`src/rtl/fifo_stream_drain.sv`:
```
// rtl/fifo_stream_drain.sv - drains a show-ahead FIFO into a valid/ready stream in bursts
// Optional build macro: FIFO_DRAIN_STATS_EN (enables the words_sent handshake counter).
module fifo_stream_drain #(
    parameter int DATA_WIDTH = 128,
    parameter int BURST_LEN  = 64,
    parameter int TIMEOUT    = 256
) (
    input  logic                  clk,
    input  logic                  rst,
    input  logic [DATA_WIDTH-1:0] fifo_dout,
    input  logic                  fifo_empty,
    input  logic                  fifo_almostempty,
    output logic                  fifo_rd_en,
    output logic                  s_out_valid,
    input  logic                  s_out_rdy,
    output logic [DATA_WIDTH-1:0] s_out_data,
    output logic                  busy,
    output logic [31:0]           words_sent
);

    typedef enum logic {
        IDLE  = 1'b0,
        BURST = 1'b1
    } state_t;

    localparam logic [16:0] BURST_LEN_W = 17'(BURST_LEN);
    localparam logic [16:0] TIMEOUT_W   = 17'(TIMEOUT);

    state_t                state;
    logic [15:0]           idle_cnt;
    logic [15:0]           beat_cnt;
    logic [1:0]            occ;
    logic [DATA_WIDTH-1:0] buf_head;
    logic [DATA_WIDTH-1:0] buf_tail;
    logic                  pop;
    logic                  last_beat;
    logic                  trigger;

    // Reads depend only on registered occupancy, never on s_out_rdy.
    assign fifo_rd_en  = (state == BURST) && !fifo_empty && (occ != 2'd2);
    assign s_out_valid = (occ != 2'd0);
    assign s_out_data  = buf_head;
    assign busy        = (state == BURST);
    assign pop         = s_out_valid && s_out_rdy;
    assign last_beat   = fifo_rd_en && (({1'b0, beat_cnt} + 17'd1) == BURST_LEN_W);
    assign trigger     = !fifo_empty &&
                         (!fifo_almostempty || ({1'b0, idle_cnt} >= TIMEOUT_W));

    always_ff @(posedge clk or posedge rst) begin
        if (rst) begin
            state    <= IDLE;
            idle_cnt <= '0;
            beat_cnt <= '0;
        end else begin
            case (state)
                IDLE: begin
                    if (trigger) begin
                        state    <= BURST;
                        idle_cnt <= '0;
                        beat_cnt <= '0;
                    end else if (fifo_empty) begin
                        idle_cnt <= '0;
                    end else if (idle_cnt != 16'hFFFF) begin
                        idle_cnt <= idle_cnt + 16'd1;
                    end
                end
                BURST: begin
                    if (fifo_rd_en)
                        beat_cnt <= beat_cnt + 16'd1;
                    if (fifo_empty || last_beat)
                        state <= IDLE;
                end
                default: state <= IDLE;
            endcase
        end
    end

    // Two-entry skid buffer; head is always the oldest word.
    always_ff @(posedge clk or posedge rst) begin
        if (rst) begin
            occ      <= '0;
            buf_head <= '0;
            buf_tail <= '0;
        end else begin
            occ <= occ + {1'b0, fifo_rd_en} - {1'b0, pop};
            if (pop) begin
                if (occ == 2'd2)
                    buf_head <= buf_tail;
                else if (fifo_rd_en)
                    buf_head <= fifo_dout;
            end else if (fifo_rd_en) begin
                if (occ == 2'd0)
                    buf_head <= fifo_dout;
                else
                    buf_tail <= fifo_dout;
            end
        end
    end

`ifdef FIFO_DRAIN_STATS_EN
    logic [31:0] sent_cnt;

    always_ff @(posedge clk or posedge rst) begin
        if (rst)
            sent_cnt <= '0;
        else if (pop)
            sent_cnt <= sent_cnt + 32'd1;
    end

    assign words_sent = sent_cnt;
`else
    assign words_sent = '0;
`endif

endmodule

```
`config.mk`:
```
export PLATFORM = sky130hd
export DESIGN_NAME = fifo_stream_drain
export DESIGN_NICKNAME = d
export VERILOG_FILES = /design/src/rtl/fifo_stream_drain.sv
export SDC_FILE = /design/constraint.sdc
export NUM_CORES = 1
export LEC_CHECK = 0
export ABC_AREA = 1
export BUFFER_PORTS_ARGS = -buffer_cell sky130_fd_sc_hd__buf_2
export CORE_UTILIZATION = 49
export CTS_CLUSTER_DIAMETER = 200
export CTS_CLUSTER_SIZE = 8
export DETAILED_ROUTE_END_ITERATION = 7
export PLACE_DENSITY = 0.76
export SYNTH_ARGS = -nofsm -noshare
export SYNTH_HDL_FRONTEND = slang
export SYNTH_SLANG_ARGS = --single-unit
export TNS_END_PERCENT = 100
```
`constraint.sdc`:
```
create_clock -name clk -period 9.9 [get_ports clk]
set_clock_uncertainty 0.1 [all_clocks]
set_input_delay 1.485 -clock clk [delete_from_list [all_inputs] [get_ports clk]]
set_output_delay 1.485 -clock clk [all_outputs]
set_load 0.1 [all_outputs]
```
==> results.sh <==
export IMPL_outcome="complete, but fails checks"
export IMPL_violations="DRC"
export IMPL_cp_slowest_cell="buf_2"
export IMPL_maxCapViolCount=0
export IMPL_clock_fmax_mhz=241
export IMPL_cts_buffers=42
export IMPL_grt_pass1_vias=10100
export IMPL_cts_max_level=2
export IMPL_required_ns=8.32
export IMPL_clk_pin_slew_worst_paths_ns=0.05
export IMPL_max_slew_margin=0.312
export IMPL_cts_sinks=291
export IMPL_synth_seq_cells=291
export IMPL_yosysSeqAreaShare=0.555
export IMPL_cts_resized=0
export IMPL_clk_latency_ns=0.51
export IMPL_nFillCells=2237
export IMPL_netlist_area_um2=13100
export IMPL_cp_arrival_ns=2.56
export IMPL_timing_hold_worst_path_depth=2
export IMPL_initial_core_util=0.501
export IMPL_cts_setup_buffers=0
export IMPL_hold_viol_final=0
export IMPL_rsz0062_at_grt="false"
export IMPL_grt_pass1_wl_mm=49.6
export IMPL_reg2reg_to="s_out_data[77]$_DFFE_PP0P_"
export IMPL_syn_instance_count=1345
export IMPL_dp_hpwl_mm=19.0
export IMPL_reg2reg_from="occ[0]$_DFF_PP0_"
export IMPL_antenna_diode_count=0
export IMPL_drt_iter0_drc=837
export IMPL_worstHoldEndpoint="idle_cnt[10]$_DFFE_PP0P_"
export IMPL_antenna_left=0
export IMPL_hold_buffers=0
export IMPL_final_setup_viol_count=0
export IMPL_cp_cell_sequence="buf_2 -> nor2_4 -> nand2_4 -> clkinv_2 -> buf_2"
export IMPL_worst_path_most_repeated_cell="buf_2"
export IMPL_worst_pin_slew_ns=1.03
export IMPL_hold_path_class="reg2reg"
export IMPL_gp_congestion=0.847
export IMPL_grt_usage=0.219
export IMPL_drive_gt1_frac=0.261
export IMPL_num_io_pins=296
export IMPL_final_cell_mix="291 x dfrtp_1, 263 x buf_2, 162 x inv_1"
export IMPL_vias=9961
export IMPL_dr_pass1_iters=7
export IMPL_die_w_um=166
export IMPL_viasPerCell=5.20
export IMPL_tns_ns=0
export IMPL_synth_warnings=0
export IMPL_critPathMaxFanout=18
export IMPL_netlist_cell_type_count=33
export IMPL_cts_buffer_depth=3
export IMPL_cts_root_buf="clkbuf_16"
export IMPL_cpPeakStageDelay_ns=0.45
export IMPL_drcViolationCount=42
export IMPL_final_common_cell="dfrtp_1"
export IMPL_end_kind="output port"
export IMPL_avgSynthCellArea_um2=9.76
export IMPL_cts_tree="yes"
export IMPL_post_route_min_period_ns=4.14
export IMPL_nets=1718
export IMPL_crit_type="in2out"
export IMPL_port_buffers=263
export IMPL_finalWirelength_mm=29.7
export IMPL_r2r_slack_ns=6.28
export IMPL_reg2reg_depth=8
export IMPL_area_growth_pct=18.4
export IMPL_hold_start="idle_cnt[10]$_DFFE_PP0P_"
export IMPL_coreArea_um2=26200
export IMPL_fp_row_count=59
export IMPL_grt_antenna_before_repair=3
export IMPL_min_period_over_period=0.419
export IMPL_wl_per_cell_um=15.5
export IMPL_die_h_um=166
export IMPL_critPathLaunchType="input port"
export IMPL_grt_max_degree=136
export IMPL_grt_overflow_total=0
export IMPL_slew_violations=0
export IMPL_die_area_um2=27500
[metal layers]
| layer | global-route usage | wire length, µm | vias to the layer above |
|---|---|---|---|
| li1 | - | - | 4806 |
| met1 | 0.265 | 12100 | 4786 |
| met2 | 0.367 | 14300 | 310 |
| met3 | 0.0779 | 2560 | 57 |
| met4 | 0.0675 | 686 | 2 |
| met5 | 0 | 13 | - |
[how the worst max path moves through the flow]
| stage | endpoint | slack (ns) | cells after the start | startpoint |
|---|---|---|---|---|
| finish | fifo_rd_en | 5.76 | 5 | fifo_empty |
| global route | fifo_rd_en | 5.70 | 5 | fifo_empty |
| CTS | fifo_rd_en | 5.75 | 5 | fifo_empty |
| detailed placement | s_out_data[77]$_DFFE_PP0P_ | 5.39 | 6 | s_out_rdy |
| global placement | s_out_data[72]$_DFFE_PP0P_ | 5.53 | 6 | s_out_rdy |
| floorplan | beat_cnt[0]$_DFFE_PP0P_ | 0.28 | 1 | rst |
[flip-flops by register name, summed over array words and instances (netlist names)]
register    flops
occ             2
beat_cnt       16
busy            1
idle_cnt       16
buf_tail      128
s_out_data    128
[cell type report]
type,count,area (µm²),area share
clock buffer,43,1080,0.0692
clock inverter,3,40.0,0.00258
inverter,167,636,0.0409
multi-input combinational,807,4720,0.303
sequential,291,7280,0.468
tap,335,419,0.0270
timing repair buffer,271,1380,0.0885
[worst max-delay path, delay by kind of cell]
family | cells | cell delay, ns
buffers and inverters | 3 | 0.73
AND/OR/NAND/NOR | 2 | 0.34
[cells in the mapped netlist (all sizes together)]
master | instances | area (µm²)
inv | 166 | 623
nor3 | 5 | 25.0
and3 | 1 | 6.26
xnor2 | 1 | 8.76
clkinv | 1 | 5.00
dfrtp | 291 | 7280
a22oi | 46 | 345
conb | 1 | 3.75
nor2 | 113 | 434
a21oi | 136 | 681
o22ai | 8 | 50.1
buf | 84 | 544
ha | 5 | 62.6
mux2 | 128 | 1440
nand2 | 155 | 592
nor4 | 1 | 6.26
nand3 | 67 | 340
nand4 | 10 | 62.6
xor2 | 5 | 43.8
clkbuf | 27 | 101
o21bai | 1 | 7.51
o21ai | 93 | 465
[stage by stage]
| step | cell area [µm²] | std cells | setup slack [ns] | util | hold slack (ns) |
|---|---|---|---|---|---|
| after CTS | 15500 | 1917 | 5.75 | 0.593 | 0.367 |
| after detailed placement | 14400 | 1871 | 5.39 | 0.551 | 0.354 |
| after global routing | 15500 | 1917 | 5.70 | 0.593 | 0.398 |
| after global placement | 14400 | 1871 | 5.53 | 0.551 | 0.346 |
| final | 15500 | 1917 | 5.76 | 0.593 | 0.360 |
| after floorplan | 13200 | 1376 | 0.281 | - | 0.334 |
[kinds of logic (layout without fill, tap and decap cells)]
group,count (synthesis),in the layout,synth area share
buffers and inverters,278,484,0.0970
AND/OR/NAND/NOR,352,352,0.112
AO/OA/AOI/OAI,284,284,0.118
adder cells (fa/ha/maj),5,5,0.00476
multiplexers,128,128,0.110
XOR/XNOR,6,6,0.00400
flip-flops,291,291,0.555
other,1,32,0.000286
Power is not shown: default switching activity piles up to over one toggle a cycle in this logic, so the estimate is an artifact.
